===== src/rtl/period_setter.sv =====
// Button-driven tick-period selector with synchronizers, debouncers and auto-repeat.
// Outputs a saturating period, a quick-mode toggle and a one-cycle change pulse.

module ps_debounce #(
   parameter logic [19:0] DEB_CYCLES = 20'd500000
) (
   input  logic clk,
   input  logic rst,
   input  logic i_raw,
   output logic o_level
);

   logic        r_s1;
   logic        r_s2;
   logic        r_lvl;
   logic [19:0] r_cnt;

   always_ff @(posedge clk) begin
      if (rst) begin
         r_s1  <= 1'b0;
         r_s2  <= 1'b0;
         r_lvl <= 1'b0;
         r_cnt <= '0;
      end else begin
         r_s1 <= i_raw;
         r_s2 <= r_s1;
         if (r_s2 == r_lvl) begin
            r_cnt <= '0;
         end else if (r_cnt == DEB_CYCLES - 20'd1) begin
            r_lvl <= r_s2;
            r_cnt <= '0;
         end else begin
            r_cnt <= r_cnt + 20'd1;
         end
      end
   end

   assign o_level = r_lvl;

endmodule

module period_setter #(
   parameter logic [19:0] DEB_CYCLES   = 20'd500000,
   parameter logic [26:0] REPEAT_DELAY = 27'd25000000,
   parameter logic [26:0] REPEAT_RATE  = 27'd5000000,
   parameter logic [7:0]  MIN_PERIOD   = 8'd1,
   parameter logic [7:0]  MAX_PERIOD   = 8'd250,
   parameter logic [7:0]  INIT_PERIOD  = 8'd100
) (
   input  logic       clk,
   input  logic       rst,
   input  logic       btn_up,
   input  logic       btn_dn,
   input  logic       btn_quick,
   output logic [7:0] period,
   output logic       quick,
   output logic       changed
);

   typedef enum logic [1:0] {
      S_IDLE,
      S_HOLD,
      S_REPEAT
   } state_t;

   logic        w_up_deb;
   logic        w_dn_deb;
   logic        w_qk_deb;

   logic        r_up_q;
   logic        r_dn_q;
   logic        r_qk_q;
   logic        r_up_ev;
   logic        r_dn_ev;
   logic        r_qk_ev;

   state_t      r_state;
   state_t      w_state_nxt;
   logic [26:0] r_rcnt;
   logic [26:0] w_rcnt_nxt;
   logic        r_dir_up;
   logic        w_dir_nxt;
   logic        w_rep_step;
   logic        w_held;
   logic        w_both;

   logic        w_inc;
   logic        w_dec;
   logic [7:0]  r_period;
   logic [7:0]  w_period_nxt;
   logic        r_quick;
   logic        w_quick_nxt;
   logic        r_changed;

   ps_debounce #(.DEB_CYCLES(DEB_CYCLES)) u_deb_up (
      .clk     (clk),
      .rst     (rst),
      .i_raw   (btn_up),
      .o_level (w_up_deb)
   );

   ps_debounce #(.DEB_CYCLES(DEB_CYCLES)) u_deb_dn (
      .clk     (clk),
      .rst     (rst),
      .i_raw   (btn_dn),
      .o_level (w_dn_deb)
   );

   ps_debounce #(.DEB_CYCLES(DEB_CYCLES)) u_deb_qk (
      .clk     (clk),
      .rst     (rst),
      .i_raw   (btn_quick),
      .o_level (w_qk_deb)
   );

   // Delayed levels stay aligned with the registered press events
   always_ff @(posedge clk) begin
      if (rst) begin
         r_up_q  <= 1'b0;
         r_dn_q  <= 1'b0;
         r_qk_q  <= 1'b0;
         r_up_ev <= 1'b0;
         r_dn_ev <= 1'b0;
         r_qk_ev <= 1'b0;
      end else begin
         r_up_q  <= w_up_deb;
         r_dn_q  <= w_dn_deb;
         r_qk_q  <= w_qk_deb;
         r_up_ev <= w_up_deb & ~r_up_q;
         r_dn_ev <= w_dn_deb & ~r_dn_q;
         r_qk_ev <= w_qk_deb & ~r_qk_q;
      end
   end

   assign w_both = r_up_q & r_dn_q;
   assign w_held = r_dir_up ? r_up_q : r_dn_q;

   always_ff @(posedge clk) begin
      if (rst) begin
         r_state  <= S_IDLE;
         r_rcnt   <= '0;
         r_dir_up <= 1'b0;
      end else begin
         r_state  <= w_state_nxt;
         r_rcnt   <= w_rcnt_nxt;
         r_dir_up <= w_dir_nxt;
      end
   end

   always_comb begin
      w_state_nxt = r_state;
      w_rcnt_nxt  = r_rcnt;
      w_dir_nxt   = r_dir_up;
      w_rep_step  = 1'b0;
      unique case (r_state)
         S_IDLE: begin
            w_rcnt_nxt = '0;
            if (!w_both && (r_up_ev ^ r_dn_ev)) begin
               w_state_nxt = S_HOLD;
               w_dir_nxt   = r_up_ev;
            end
         end
         S_HOLD: begin
            if (!w_held || w_both) begin
               w_state_nxt = S_IDLE;
               w_rcnt_nxt  = '0;
            end else if (r_rcnt == REPEAT_DELAY - 27'd1) begin
               w_state_nxt = S_REPEAT;
               w_rcnt_nxt  = '0;
               w_rep_step  = 1'b1;
            end else begin
               w_rcnt_nxt = r_rcnt + 27'd1;
            end
         end
         S_REPEAT: begin
            if (!w_held || w_both) begin
               w_state_nxt = S_IDLE;
               w_rcnt_nxt  = '0;
            end else if (r_rcnt == REPEAT_RATE - 27'd1) begin
               w_rcnt_nxt = '0;
               w_rep_step = 1'b1;
            end else begin
               w_rcnt_nxt = r_rcnt + 27'd1;
            end
         end
         default: begin
            w_state_nxt = S_IDLE;
            w_rcnt_nxt  = '0;
         end
      endcase
   end

   assign w_inc = !w_both && (r_up_ev || (w_rep_step && r_dir_up));
   assign w_dec = !w_both && (r_dn_ev || (w_rep_step && !r_dir_up));

   // Limits are tested before the arithmetic so the value never wraps
   always_comb begin
      w_period_nxt = r_period;
      if (w_inc && (r_period < MAX_PERIOD)) begin
         w_period_nxt = r_period + 8'd1;
      end else if (w_dec && (r_period > MIN_PERIOD)) begin
         w_period_nxt = r_period - 8'd1;
      end
   end

   assign w_quick_nxt = r_quick ^ r_qk_ev;

   always_ff @(posedge clk) begin
      if (rst) begin
         r_period  <= INIT_PERIOD;
         r_quick   <= 1'b0;
         r_changed <= 1'b0;
      end else begin
         r_period  <= w_period_nxt;
         r_quick   <= w_quick_nxt;
         r_changed <= (w_period_nxt != r_period) ||
                      (w_quick_nxt != r_quick);
      end
   end

   assign period  = r_period;
   assign quick   = r_quick;
   assign changed = r_changed;

endmodule


===== config.mk =====
export PLATFORM = sky130hd
export DESIGN_NAME = period_setter
export DESIGN_NICKNAME = d
export VERILOG_FILES = /design/src/rtl/period_setter.sv
export SDC_FILE = /design/constraint.sdc
export NUM_CORES = 1
export LEC_CHECK = 0
export ABC_AREA = 1
export ABC_CLOCK_PERIOD_IN_PS = 5500
export CAP_MARGIN = 10
export CORE_MARGIN = 2
export CORE_UTILIZATION = 45
export DETAILED_ROUTE_END_ITERATION = 6
export SLEW_MARGIN = 0
export SYNTH_ARGS = -nofsm -noshare
export SYNTH_HDL_FRONTEND = slang
export SYNTH_HIERARCHICAL = 1
export SYNTH_SLANG_ARGS = --single-unit

===== constraint.sdc =====
create_clock -name clk -period 5.5 [get_ports clk]
set_input_delay 1.1 -clock clk [delete_from_list [all_inputs] [get_ports clk]]
set_output_delay 1.1 -clock clk [all_outputs]
set_load 0.01 [all_outputs]

Word-level counts from Yosys, hierarchy flattened --
Cells that the tools add are included.
Storage, ports and cells: output and inout bits 10, flip-flop bits (word level) 115
Cells by class: reductions and logical operators 23, add/sub/neg operators 6, equality and inequality tests 15, $lt $le $gt $ge 2, muxes and demuxes 18, bitwise gates (word level) 12
Operators by type and width (number):
- 27-bit 2-to-1 mux | 4
- 20-bit by 1-bit adder with 20-bit output, second input constant | 3
- 20-bit by 19-bit == test with 1-bit output, second input constant | 3
- 27-bit case mux with 2 select lines | 1
- 27-bit by 1-bit adder with 27-bit output, second input constant | 1
- 27-bit by 23-bit == test with 1-bit output, second input constant | 1
- 27-bit by 25-bit == test with 1-bit output, second input constant | 1
- 8-bit 2-to-1 mux | 2
- 3-bit OR reduction | 3
- 8-bit by 1-bit adder with 8-bit output, second input constant | 1
- 8-bit by 1-bit greater-than comparator with 1-bit output, second input constant | 1
- 8-bit < comparator, second input constant | 1
- 2-bit 2-to-1 mux | 4
- 8-bit inequality test | 1
- 2-bit AND reduction | 4
- 8-bit by 1-bit subtractor with 8-bit output, second input constant | 1
- 1-bit logical AND | 7
- 1-bit inverter | 6
- 2-bit case mux with 3 select lines | 1
- 1-bit 2-to-1 mux | 5
- 1-bit bitwise AND | 4
- 1-bit logical OR | 4
- 2-bit inequality test, second input constant | 2
- 1-bit == test | 3
- other kinds (9) | 12

Longest topological paths before layout --
Gate-level depths: netlist (run 1).
word-level depth 13, gate-level depth with buffers 15, depth with buffers taken out 15

Cells and area by module --
The synthesis (run 1) kept the hierarchy.
By module, submodules not included:
- ps_debounce | seq. area each 460.4 µm², cells an instance 169, times used 3, area an instance 1196.1 µm²
- period_setter | seq. area each 920.9 µm², cells an instance 364, times used 1, area an instance 2607.5 µm²

Worst setup path before layout (run 1) --
Ideal clock, no wire load.
path type in2reg, from in rst, to reg u_deb_dn.r_cnt[10], library setup time 0.062 ns, cell stages on the path 6, data required time 5.438 ns, data arrival time 1.834 ns, path slack 3.604 ns, path buffers 1, cells stage by stage inv_1 o21ai_0 a21oi_1 nand2_4 buf_12 nor2_2
On the way: word-level cells in the longest chain between the ends 1
RTL lines:
- start: declaration | line 51 | input logic rst,
- 3-bit OR reduction (no line)
- end signal: assignment | line 33 | r_cnt <= r_cnt + 20'd1;
- end: declaration | line 16 | logic [19:0] r_cnt;
Every way passes these cells. A chain may end at the register's enable or synchronous reset.

==> metrics, run 1 <==
FF-to-FF path depth=12; mux cell area share after synthesis=0; Peak Freq=337.9 MHz; antenna-violating nets left=0; register area=0.002302 mm²; n_diodes=0; area of the multi-input gates=0.003416 mm²; routed vias=5342; Layout Skew=0.006263 ns; RSZ-0062 raised after global routing=false; drt wl/cell=11.55 µm; Area growth, synth to finish=13.85%; H-tree depth=4; Gate Count Post-Synth=871; P_leak=2.342 nW; initial core utilization=0.4642; post-CTS resize count=0; GPL Wtd Cong=0.8891; leading area contributor after synthesis=dfxtp_1; Skew-Pair Late Insertion Delay=0.41 ns; Reg-to-Reg End=r_rcnt[26]; total wire length=12.50 mm; Hold Path End=r_qk_ev; clock sink count=115; CTS buffer count=17; initial antenna violation count=0; first-pass GRT wire length=22.29 mm; total gr overflow=0; post-DP HPWL=9.136 mm; largest net degree at the start of global routing=28; CP max-delay cell=clkdlybuf4s50_1; Worst-Margin Slew=0.7237 ns; max-cap check violation count=0; Slew headroom=0.5160; DR vias/cell=4.937; worst hold path startpoint=r_qk_q; Buf/Inv on CP=2; status=complete, no violations; Final Cycle Share=0.5381; die width=121.3 µm; Simple-Gate Fraction of Synth Area=0.4049; HP Class=reg -> reg; Final Critical Period=2.960 ns; DRT iter0 DRCs=359; delay-heaviest family, CP=buffers and inverters; CTS tree=built; synth warn=6; CTS max path bufs=2; CP peak stage delay=0.93 ns; crit path launch type=primary input; peak supply drop=0.2395 mV; Mapped Area=0.006196 mm²; drt drc=0; element type at the critical path end=register; worst hold slack=0.3926 ns; Power Dens Cells=282.8 mW/mm²; Compound-Gate Fraction of Synth Area=0.06401; crit path max fanout=27; FF-to-FF Start=r_rcnt[0]; post-route setup slack=2.540 ns; Tot GR Track Use=0.1868; final net count=910; Die Y=121.3 µm; setup bufs post-CTS=0; DRT Pass-1 Iters=7; area share of the largest cell type after synthesis=0.3716; Mapped Avg Cell Area=7.114 µm²; kind of critical path=in -> reg; Fill cells=1306; Core Util, Final=0.5285; largest family of logic cells by synthesized area=simple AND/OR/NAND/NOR gates; worst slack, placed=2.100 ns; adder-cell area share of the yosys netlist=0.02019; Syn Nets=886; flop2flop setup slack=3.46 ns; CP startpoint=rst; Ports=15; crit path DAT=3.26 ns; Die Footprint=0.01472 mm²; final max-slew violation count=0; Unique masters post-synth=40; share of cells above drive strength 1=0.1302; required time worst endpoint=5.80 ns; Clock Root Buffer=clkbuf_16; Pwr Total=1.995 mW; sequential area share after synthesis=0.3716; Hold-fix buffers, CTS=0; Fin. Hold Viols=0; top post-synthesis cells by area=dfxtp_1, nand2_1, nor2_1; number of global-route vias before repair=5140; CP Cell Sequence=clkdlybuf4s50_1 -> clkinv_1 -> nand3_2 -> a21oi_1 -> o21a_1; CTS clk-pin slew, worst paths=0.05 ns; core area=0.01335 mm²; # port buffers=14; final setup fails=0; register bit total from synthesis=115; Rows=42; Hold Path Depth=1; Synth Area in XOR/XNOR=0.06220; Setup TNS=0 ns
==> power breakdown <==
group	internal [mW]	leakage (nW)	switching (mW)
Combinational	0.0191	1.13	0.0344
Clock	0.741	0.287	0.355
Sequential	0.842	0.928	0.00394
Total	1.60	2.34	0.393
==> Yosys cell counts, drive strengths merged <==
master / number
a21oi: 44
xnor2: 12
a31oi: 3
ha: 10
nand2: 199
buf: 6
dfxtp: 115
a311oi: 1
o21ai: 15
or2: 13
o22ai: 1
nor3b: 1
o21a: 3
clkinv: 1
nand4: 15
nand3: 78
nand3b: 4
nor2: 187
clkbuf: 3
a211oi: 1
nor3: 21
xor2: 32
inv: 103
o21bai: 3
==> routing by layer <==
metal,GRT usage,routed length (µm)
met2,0.3093,5928
met1,0.2348,5960
met5,0,0
met4,0.05963,116
met3,0.05263,492
==> area by class of cell <==
class | instances | area share
Multi-Input combinational cell | 643 | 0.4842
Clock buffer | 25 | 0.06882
Inverter | 104 | 0.05534
Sequential cell | 115 | 0.3264
Tap cell | 176 | 0.03122
Timing Repair Buffer | 14 | 0.01987
Clock inverter | 5 | 0.01419
==> registers in the layout (all words and copies together), names as in the netlist, 2 cells and up <==
register / cells
u_deb_qk/r_cnt: 20
r_rcnt: 27
u_deb_up/r_cnt: 20
r_state: 2
u_deb_dn/r_cnt: 20
period: 8
==> per-stage QoR <==
| step | std cells | area, µm² |
|---|---|---|
| floorplan | 871 | 6196 |
| global placement | 1052 | 6469 |
| detailed placement | 1052 | 6469 |
| CTS | 1082 | 7054 |
| global route | 1082 | 7054 |
| finish | 1082 | 7054 |
==> how the worst max path moves through the flow <==
stage	endpoint	slack, ns	cells past startpoint
detailed placement	r_rcnt[25]	2.10	5
floorplan	u_deb_dn/r_cnt[10]	3.60	6
global route	r_rcnt[25]	2.28	5
finish	r_rcnt[25]	2.54	5
CTS	r_rcnt[25]	2.53	5
global placement	r_rcnt[21]	2.14	5
==> layout by cell type (no fill, tap or decap), types with 14 or more instances in the layout <==
cell	count
a21oi_1	44
clkbuf_16	17
clkdlybuf4s50_1	14
dfxtp_1	115
inv_1	100
nand2_1	185
nand3_1	65
nand4_1	15
nor2_1	136
nor2_2	45
nor3_1	16
o21ai_0	14
xor2_1	32
==> kinds of logic after synthesis <==
group | count (synthesis)
AOI/OAI and AO/OA | 71
xor gates and xnor gates | 44
adders and majority gates | 10
buffers and inverters | 113
DFF | 115
and+or+nand+nor | 518
Power figures use the tool's default switching activity.
==> inputs of run 2 (changes only) <==
Settings changed: ABC_CLOCK_PERIOD_IN_PS 5500 to 2600.
Clock period 5.5 ns to 2.6 ns, I/O delays scaled along.
==> run 2 against run 1 <==
  * Clock skew up 0.0019 ns
  * Sequential share of layout area down 0.59 points
  * Clock power up 140%
  * Critical path type is now reg -> reg
  * Highest routed layer unchanged
  * Die area unchanged
  * Sequential power up 110%
==> metrics, run 2 (same netlist as run 1, synthesis figures left out) <==
n_diodes=0 (unchanged); RSZ-0062 raised after global routing=false; critical path endpoint=r_rcnt[26]; Largest Register=r_rcnt; Levels on crit path=12 (+7); fin area=0.007184 mm² (+1.8%); P_leak=2.407 nW (+2.8%); DR vias/cell=4.890 (-0.96%); crit path launch type=register; GPL Wtd Cong=0.8690 (-2.3%); Die Y=121.3 µm (unchanged); delay-heaviest family, CP=simple AND/OR/NAND/NOR gates; Fin. Hold Viols=0 (unchanged); Setup TNS=0 ns (unchanged); DRT iter0 DRCs=418 (+16%); required time worst endpoint=2.88 ns (-2.92 ns); Reg-to-Reg End=r_rcnt[26]; flop2flop setup slack=0.55 ns (-2.91 ns); first-pass GRT wire length=22.43 mm (+0.62%); Clock Root Buffer=clkbuf_16; largest net degree at the start of global routing=19 (-32%); post-DP HPWL=9.330 mm (+2.1%); CP Cell Sequence=ha_1 -> nand2_2 -> nor2_8 -> nand2_2 -> nor3_4 -> nand3_2 -> nor2_2 -> nand3_2 -> nor2_4 -> nand2_1 -> nor2_1 -> nor3_2; antenna-violating nets left=0 (unchanged); # port buffers=14 (unchanged); HP Class=reg -> reg; number of global-route vias before repair=5086 (-1.1%); status=complete, no violations; crit path DAT=2.33 ns (-0.93 ns); die width=121.3 µm (unchanged); CTS max path bufs=2 (unchanged); CP peak stage delay=0.36 ns (-0.57 ns); clock sink count=115 (unchanged); crit path max fanout=4 (-85%); most frequent cells in the layout=nand2_1, nor2_1, dfxtp_1; setup bufs post-CTS=0 (unchanged); drt drc=0 (unchanged); Final Cycle Share=0.7865; Peak Freq=489.0 MHz; CTS buffer count=17 (unchanged); drt wl/cell=11.56 µm (about the same); routed vias=5320 (-0.41%); initial core utilization=0.4642 (unchanged); Buf/Inv on CP=0 (-2); Die Footprint=0.01472 mm² (unchanged); number of flip-flops in the largest register=27 (unchanged); final setup fails=0 (unchanged); Core Util, Final=0.5382 (+0.009749); Tot GR Track Use=0.1876 (+0.0008452); H-tree depth=4 (unchanged); Skew-Pair Late Insertion Delay=0.41 ns (about the same); CP max-delay cell=dfxtp_1; post-CTS resize count=0 (unchanged); max-cap check violation count=0 (unchanged); CTS tree=built; FF-to-FF Start=r_rcnt[0]; peak supply drop=0.4627 mV (+93%); core area=0.01335 mm² (unchanged); Area growth, synth to finish=15.95%; final net count=914 (+0.44%); most common library cell in the layout ignoring fill and taps=nand2_1; FF-to-FF path depth=12 (unchanged); placed inst area=0.006499 mm² (+0.46%); Layout Skew=0.008118 ns (+0.001855 ns); Rows=42 (unchanged); CP startpoint=r_rcnt[0]; Ports=15 (unchanged); total gr overflow=0 (unchanged); Slew headroom=0.6778 (+0.1618); total wire length=12.58 mm (+0.62%); Power Dens Cells=638.7 mW/mm² (+130%); Worst-Margin Slew=0.4797 ns (-0.2441 ns); DRT Pass-1 Iters=6 (-1); initial antenna violation count=0 (unchanged); worst hold slack=0.3915 ns (-0.001092 ns); CTS clk-pin slew, worst paths=0.05 ns (about the same); share of cells above drive strength 1=0.1393 (+0.009012); final max-slew violation count=0 (unchanged); kind of critical path=reg -> reg; post-route setup slack=0.5550 ns (-1.985 ns); element type at the critical path end=register; Final Critical Period=2.045 ns; worst slack, placed=0.3238 ns (-1.776 ns); Hold-fix buffers, CTS=0 (unchanged)
run 2: cell count changes in the layout (fill, tap and decap cells not counted), sizes merged:
cell,previous run,this run
buf,0,4
bufinv,3,6
clkbuf,25,23
clkinvlp,0,1
run 2: through the flow:
stage	total power [mW]	instances
finish	4.589	1088
global route	4.745	1088
CTS	4.642	1088
detailed placement	1.942	1056
global placement	1.937	1056
floorplan	1.912	871
run 2: metal layers:
layer / share of wire / vias to the layer above / GRT usage
met3: 0.031 / 14 / 0.04229
li1: - / 2816 / -
met1: 0.49 / 2411 / 0.2336
met4: 0.012 / 0 / 0.07112
met2: 0.47 / 79 / 0.3157
met5: 0 / - / 0
run 2: how the worst min path moves through the flow:
stage	startpoint	endpoint	slack (ns)	depth (start not counted)
floorplan	r_qk_q	r_qk_ev	0.37	1
global placement	r_qk_q	r_qk_ev	0.38	1
detailed placement	r_qk_q	r_qk_ev	0.39	1
CTS	r_qk_q	r_qk_ev	0.39	1
global route	r_qk_q	r_qk_ev	0.41	1
finish	r_qk_q	r_qk_ev	0.39	1
run 2: power breakdown:
group | internal, mW | switching (mW) | leakage (nW)
Sequential | 1.78 | 0.00846 | 0.928
Combinational | 0.0433 | 0.0730 | 1.15
Clock | 1.90 | 0.789 | 0.333
Total | 3.72 | 0.870 | 2.41
run 2: cell type report:
cell class | instances | area, µm²
clock buffers | 23 | 488.0
clock inverters | 9 | 197.7
fillers | 1275 | 6163
inverters | 104 | 390.4
multi-input cells | 643 | 3416
flip-flops and latches | 115 | 2302
well taps | 176 | 220.2
repair buffers | 18 | 170.2
==> inputs of run 3 (changes only) <==
Settings changed: ABC_CLOCK_PERIOD_IN_PS 2600 to 1870.
Clock period 2.6 ns to 1.87 ns, I/O delays scaled along.
==> run 3 against run 2 <==
  * Routed wire length grew 3.7%
  * Clock skew is essentially flat
  * Power grew 28%
  * Critical path depth shrank 11
  * Utilization grew 1.9 points
  * Clock-buffer cell count shrank 4
  * Worst setup slack lost 0.49 ns
  * Die area is the same
  * Via count grew 3.5%
==> metrics, run 3 (same netlist as run 1, synthesis figures left out) <==
busiest grt layer=met2; Final Cycle Share=0.9657; delay-heaviest family, CP=buffers and inverters; share of cells above drive strength 1=0.1906 (+0.05137); number of global-route vias before repair=5250 (+3.2%); CP Cell Sequence=clkdlybuf4s50_1; CTS buffer count=17 (unchanged); CP peak stage delay=0.58 ns (+0.22 ns); DRT Pass-1 Iters=5 (-1); post-route setup slack=0.06405 ns (-0.4909 ns); DRT iter0 DRCs=347 (-17%); Clock Root Buffer=clkbuf_16; # port buffers=14 (unchanged); most frequent cells in the layout=nand2_1, nor2_1, dfxtp_1; largest net degree at the start of global routing=19 (unchanged); die width=121.3 µm (unchanged); P_leak=2.535 nW (+5.3%); Power Dens Cells=788.1 mW/mm² (+23%); final setup fails=0 (unchanged); peak supply drop=0.6968 mV (+51%); Peak Freq=553.7 MHz; CTS max path bufs=2 (unchanged); initial antenna violation count=0 (unchanged); Slew headroom=0.6277 (-0.05008); total gr overflow=0 (unchanged); status=complete, no violations; worst slack, placed=-0.003490 ns (-0.3273 ns); final max-slew violation count=0 (unchanged); GR Util met2=0.3129 (-0.002809); element type at the critical path end=output port; final net count=943 (+3.2%); first-pass GRT wire length=22.74 mm (+1.4%); Largest Register=r_rcnt; n_diodes=0 (unchanged); crit path launch type=register; post-DP HPWL=9.391 mm (+0.65%); Final Critical Period=1.806 ns; Core Util, Final=0.5570 (+0.01875); Die Y=121.3 µm (unchanged); most common library cell in the layout ignoring fill and taps=nand2_1; GPL Wtd Cong=0.8902 (+2.4%); clock sink count=115 (unchanged); CTS clk-pin slew, worst paths=0.05 ns (about the same); Ports=15 (unchanged); crit path max fanout=4 (unchanged); Layout Skew=0.008085 ns (-0.00003286 ns); number of flip-flops in the largest register=27 (unchanged); required time worst endpoint=1.50 ns (-1.38 ns); CP max-delay cell=clkdlybuf4s50_1; Tot GR Track Use=0.1893 (+0.001657); kind of critical path=reg -> out; Global Route met3 Usage=0.05592 (+0.01363); DR vias/cell=4.940 (+1.0%); drt wl/cell=11.70 µm (+1.2%); Fin. Hold Viols=0 (unchanged); Rows=42 (unchanged); CTS tree=built; drt drc=0 (unchanged); Area growth, synth to finish=19.99%; core area=0.01335 mm² (unchanged); crit path DAT=1.43 ns (-0.90 ns); antenna-violating nets left=0 (unchanged); RSZ-0062 raised after global routing=true; Skew-Pair Late Insertion Delay=0.41 ns (about the same); Buf/Inv on CP=1 (+1); H-tree depth=4 (unchanged); total wire length=13.05 mm (+3.7%); Worst-Margin Slew=0.5542 ns (+0.07454 ns); initial core utilization=0.4642 (unchanged); met1 usage=0.2303 (-0.003391); HP Class=reg -> reg; Die Footprint=0.01472 mm² (unchanged); max-cap check violation count=0 (unchanged); routed vias=5508 (+3.5%)
run 3: stage by stage:
stage | cell area (µm²) | instances | total power, mW | hold slack (ns) | TNS [ns]
finish | 7435 | 1115 | 5.860 | 0.4015 | 0
global route | 7435 | 1115 | 6.078 | 0.4206 | -0.3466
CTS | 7217 | 1104 | 5.934 | 0.4030 | 0
detailed placement | 6634 | 1074 | 2.705 | 0.3958 | -0.003490
global placement | 6634 | 1074 | 2.696 | 0.3897 | 0
floorplan | 6196 | 871 | 2.659 | 0.3744 | 0
run 3: layout make-up:
type,instances,area [µm²]
clock buffer,19,442.9
clock inverter,11,137.6
fill,1248,5913
inverter,104,390.4
multi-input combinational,645,3561
sequential,115,2310
tap,176,220.2
timing repair buffer,45,372.9
run 3: final timing paths:
kind | from | slack (ns) | to | cells past startpoint
max | period[7] | 0.06 | period[7] | 1
min reg2reg | u_deb_qk/r_s1 | 0.40 | u_deb_qk/r_s2 | 2
max reg2reg | r_rcnt[1] | 0.07 | period[1] | 13
min | u_deb_qk/r_s1 | 0.40 | u_deb_qk/r_s2 | 2
run 3: timing repair:
action / CTS / global route
hold buffers: 0 / 0
endpoints found under the hold margin: 0 / 0
pin swaps: 0 / 11
setup endpoints to repair: 1 / 18
setup buffers: 0 / 9
gates cloned: 0 / 2
resized for setup: 1 / 34
run 3: layer usage:
metal / routed length, µm / share of wire / up-vias
met5: 0 / 0 / -
met4: 230 / 0.018 / 0
met3: 486 / 0.037 / 26
met2: 6241 / 0.48 / 105
met1: 6087 / 0.47 / 2499
li1: - / - / 2878
run 3: power breakdown:
| part | switching [mW] | internal (mW) |
|---|---|---|
| sequential | 0.0116 | 2.47 |
| combinational | 0.110 | 0.0641 |
| clock | 1.10 | 2.10 |
| total | 1.23 | 4.63 |
==> RTL change 1, RTL diff (config.mk and constraints of run 3) <==
Reset style: asynchronous (`rst`), changed in 4 clocked blocks.
--- a/src/rtl/period_setter.sv
+++ b/src/rtl/period_setter.sv
@@ -17,3 +17,3 @@
 
-   always_ff @(posedge clk) begin
+   always_ff @(posedge clk or posedge rst) begin
       if (rst) begin
@@ -116,3 +116,3 @@
    // Delayed levels stay aligned with the registered press events
-   always_ff @(posedge clk) begin
+   always_ff @(posedge clk or posedge rst) begin
       if (rst) begin
@@ -137,3 +137,3 @@
 
-   always_ff @(posedge clk) begin
+   always_ff @(posedge clk or posedge rst) begin
       if (rst) begin
@@ -207,3 +207,3 @@
 
-   always_ff @(posedge clk) begin
+   always_ff @(posedge clk or posedge rst) begin
       if (rst) begin
Behaviour: same outputs for any inputs over 10 cycles, from zero or initial values and one cycle with rst high; that may be too few to reach the edited logic, so the function may still have changed.
==> RTL change 1 against run 3 <==
  * Cell area is 7.3% higher
  * Total power is 7.5% higher
  * Routed wire length is 6.1% higher
  * Sequential cell count stayed put
  * Area after synthesis is 7.0% higher
  * Non-clock buffer count is 11 lower
  * Clock power is 13% higher
  * Setup slack worse by 0.046 ns
  * Critical path depth is 12 higher
  * Largest power group unchanged
==> RTL change 1: results (changes against run 3) <==
run_status:
  status: "finished, final reports clean"
detailed_routing:
  drtIter0Drc: 313  # -9.8%
  dr.pass1.iters: 5  # unchanged
  viasPerCell: 4.96  # +0.48%
  postRouteWirelength_mm: 13.8  # +6.1%
clock_network:
  cts_root_buffer: "clkbuf_16"
  cts_buffer_depth: 2  # unchanged
  clkTransAtPathRegs_ns: 0.06
  htree_levels: 4  # unchanged
cells_and_area:
  regMostFlops: "r_rcnt"
  fill_cells: 1313  # +5.2%
  final_nets: 919  # -2.5%
  largest_reg_flops: 27  # unchanged
  diodes: 0  # unchanged
  layout.cells.non_filler: 1101  # -1.3%
  drive_above_1_share_pct: 18.1  # -0.96 points
synthesis:
  synth_common_cells: "nor2_1 (178), nand2_1 (161), dfrtp_1 (112), inv_1 (104), nand3_1 (61)"
  yosys-top-cells-area: "dfrtp_1 (42%), nor2_1 (10%), nand2_1 (9.1%), inv_1 (5.9%), nand3_1 (4.6%)"
  synth_compound_area_share_pct: 4.96  # -1.4 points
  synthMuxAreaShare_pct: 0  # unchanged
  synth-warning-count: 6  # unchanged
  post_synth_num_cell_types: 39  # -2.5%
  synth_xor_area_share_pct: 6.27  # +0.047 points
  yosysSeqAreaShare_pct: 43.5  # +6.3 points
  syn_avg_cell_area_sq_um: 7.76  # +9.1%
  syn_nets: 869  # -1.9%
  synthArstFlopShare_pct: 100  # +100 points
  synth_ff_type: "dfrtp_1"
  synth_fa_ha_area_share_pct: 1.89  # -0.13 points
pwr:
  irDropWorstVdd_uv: 544  # -22%
  power.leakage_nw: 3.57  # +41%
place:
  hpwlAfterDp_mm: 10.0  # +6.9%
  routabilityCongestion: 0.888  # -0.26%
  place_ws_ns: 0.0130  # +0.0165 ns
  io_buffers: 14  # unchanged
  placed_area_sq_um: 7140  # +7.7%
grt:
  grt_max_degree: 28  # +9
  grt.total_usage_pct: 18.8  # -0.10 points
  first_global_vias: 5359  # +2.1%
  antenna_found_initial: 0  # unchanged
  grt_pass1_wl_mm: 24.3  # +6.9%
timing:
  drv_slew: 0  # unchanged
  worstMarginPinSlew_ns: 0.519  # -0.0348 ns
  whs_ns: 0.345  # -0.0567 ns
  fin_crit_sh_pct: 99.0  # +2.5 points
  clock_skew_ns: 0.0115  # +0.00338 ns
worst_hold_path:
  hold_class: "input port to async pin"
critical_path:
  path_max_fanout: 4  # unchanged
  rr_worst_depth: 13  # unchanged
  critPathArrivalTime_ns: 2.15  # +0.72 ns
  startpoint: "r_rcnt[0]$_DFF_PP0_"
  r2r-end: "r_rcnt[20]$_DFF_PP0_"
  crit_type: "register to register"
[RTL change 1: changes by cell type after synthesis, sizes merged, moves of 3 or more]
cell	run 3	this run
a21oi	44	23
and2	0	3
buf	6	3
dfrtp	0	112
dfstp	0	3
dfxtp	115	0
inv	103	109
nand2	199	196
nand3	78	68
nand4	15	8
nor2	187	215
nor3	21	15
nor3b	1	9
or2	13	1
[RTL change 1: worst max-delay path: stages, from the launching register on]
cell     delay, ns
dfrtp_1       0.41
ha_4          0.17
nand2_4       0.06
nor2_4        0.16
nand3_2       0.12
nor2_2        0.11
nand2_2       0.08
nor2_4        0.12
nand2_4       0.09
inv_2         0.07
nand2_2       0.06
nor2_2        0.10
xor2_1        0.15
nor2_1        0.05
[RTL change 1: timing repair]
action / CTS / global route
cloned: 0 / 1
endpoints found under the setup margin: 4 / 18
setup buffers: 0 / 4
endpoints found under the hold margin: 0 / 0
pin swaps: 0 / 7
resized for setup: 4 / 26
[RTL change 1: cell type report]
type | count | area [sq um] | area share [%]
timing repair buffer | 34 | 338 | 4.23
clock buffer | 21 | 470 | 5.90
inverter | 109 | 409 | 5.13
clock inverter | 11 | 198 | 2.48
tap | 184 | 230 | 2.89
sequential | 115 | 2880 | 36.1
multi-input combinational | 627 | 3450 | 43.3
[RTL change 1: layer usage]
metal  track usage (%)  part of all wire (%)
met2              30.8                    48
met1              24.9                    48
met5                 0                     0
met3              4.58                   2.9
met4              5.62                   1.3
[RTL change 1: power by group]
part	leakage [nW]	switching [mW]	internal, mW
sequential	1.57	0.0161	2.51
combinational	1.67	0.100	0.0441
clock	0.324	1.14	2.48
==> RTL change 2, RTL diff (config.mk and constraints of run 3) <==
Made on the original files. `MAX_PERIOD`: 8'd250 -> 8'd125.
--- a/src/rtl/period_setter.sv
+++ b/src/rtl/period_setter.sv
@@ -46,3 +46,3 @@
    parameter logic [7:0]  MIN_PERIOD   = 8'd1,
-   parameter logic [7:0]  MAX_PERIOD   = 8'd250,
+   parameter logic [7:0]  MAX_PERIOD   = 8'd125,
    parameter logic [7:0]  INIT_PERIOD  = 8'd100
Behaviour: same outputs for any inputs over 10 cycles, from zero or initial values and one cycle with rst high; that may be too few to reach the edited logic, so the function may still have changed.
==> RTL change 2 against run 3 <==
  * Utilization increased by 0.23 points
  * Via count decreased by 2.8%
  * Area after synthesis decreased by 0.38%
  * Maximum frequency decreased by 2.7%
  * Die area decreased by 0.37%
  * Setup slack got worse by 0.049 ns
  * Cell area about the same
  * Highest routed layer unchanged
  * Clock power decreased by 6.6%
  * Sequential cell count unchanged
  * Routed wire length decreased by 4.0%
  * Global-route usage decreased by 1.1 points
  * Critical path depth unchanged
  * Sequential power about the same
  * Total power decreased by 3.7%
==> RTL change 2: results (changes against run 3) <==
timing:
  clock_skew_ns: 0.00573  # -0.00235 ns
  slew_headroom_pct: 68.0  # +5.2 points
  fin_crit_sh_pct: 99.2  # +2.6 points
detailed_routing:
  wl_met2_mm: 5.53  # -11%
  dr.pass1.iters: 4  # -1
  met3_length_um: 343  # -29%
  wl_met1_mm: 6.43  # +5.6%
  vias: 5355  # -2.8%
  wl_per_cell_um: 11.2  # -4.6%
  viasPerCell: 4.77  # -3.5%
grt:
  grt_max_degree: 28  # +9
  grt_pass1_wl_mm: 21.3  # -6.5%
synthesis:
  synth_fa_ha_area_share_pct: 2.03  # +0.0078 points
  yosys-top-cells-area: "dfxtp_1 (37%), nand2_1 (12%), nor2_1 (8.6%), inv_1 (6.1%), nand3_1 (5.2%)"
  netlist_instances: 877  # +0.69%
  post_synth_num_cell_types: 38  # -5.0%
critical_path:
  critPathArrivalTime_ns: 1.48  # +0.05 ns
  startpoint: "period[4]$_SDFF_PP0_"
  rr_worst_depth: 15  # +2
  r2r-end: "period[4]$_SDFF_PP0_"
cells_and_area:
  fill_cells: 1304  # +4.5%
  final_nets: 950  # +0.74%
pwr:
  irDropWorstVdd_uv: 515  # -26%
  power.leakage_nw: 2.54  # +0.39%
place:
  hpwlAfterDp_mm: 8.93  # -4.9%
  dpl.cell_count: 1078  # +0.37%
  routabilityCongestion: 0.841  # -5.5%
run_status:
  status: "finished, final reports clean"
-- RTL change 2: cell count changes after synthesis, moves of 3 or more --
cell,run 3,this run
nor3_1,16,11
a21oi_1,44,41
nand2_1,185,191
o21ai_1,1,4
nor2_1,136,142
xor2_1,32,29
-- RTL change 2: what timing repair did --
item,in CTS,in global routing
setup endpoints to repair,4,16
setup buffers,5,7
gates resized for setup,8,30
pin swaps,6,18
gates cloned,0,2
hold buffers,0,0
-- RTL change 2: metal layers --
metal / track usage, % / up-vias
li1: - / 2887
met1: 24.3 / 2370
met2: 27.0 / 77
met3: 4.23 / 21
met4: 7.27 / 0
met5: 0 / -
-- RTL change 2: worst min path at each step --
stage	from	to	slack, ns	cells after the start
floorplan	r_qk_q$_SDFF_PP0_	r_qk_ev$_SDFF_PP0_	0.37	1
global placement	u_deb_qk/r_s1$_SDFF_PP0_	u_deb_qk/r_s2$_SDFF_PP0_	0.39	2
detailed placement	u_deb_up/r_s1$_SDFF_PP0_	u_deb_up/r_s2$_SDFF_PP0_	0.40	2
CTS	u_deb_up/r_s1$_SDFF_PP0_	u_deb_up/r_s2$_SDFF_PP0_	0.40	2
global route	u_deb_dn/r_s1$_SDFF_PP0_	u_deb_dn/r_s2$_SDFF_PP0_	0.42	2
finish	u_deb_up/r_s1$_SDFF_PP0_	u_deb_up/r_s2$_SDFF_PP0_	0.40	2
-- RTL change 2: cells by family (layout without fill, tap and decap cells) --
kind of cell             after synthesis  count (layout)
AND/OR/NAND/NOR                      523             525
buffers and inverters                116             184
flip-flops                           115             115
AO/OA/AOI/OAI                         70              70
XOR/XNOR                              43              43
adder cells (fa/ha/maj)               10              10
-- RTL change 2: final cells by class --
| cell class | instances | area (sq um) | area share [%] |
|---|---|---|---|
| Inverter | 108 | 405 | 5.45 |
| Clock buffer | 26 | 499 | 6.71 |
| Clock inverter | 5 | 50.0 | 0.673 |
| Multi-Input combinational cell | 648 | 3570 | 48.0 |
| Tap cell | 176 | 220 | 2.96 |
| Sequential cell | 115 | 2310 | 31.0 |
| Timing Repair Buffer | 45 | 385 | 5.18 |
-- RTL change 2: report_power, final --
part           switching [mW]  leakage (nW)  total [mW]  internal (mW)
Combinational           0.105          1.34       0.170         0.0648
Clock                    1.04         0.274        2.99           1.95
Sequential             0.0113         0.929        2.49           2.48
Total                    1.16          2.54        5.64           4.49
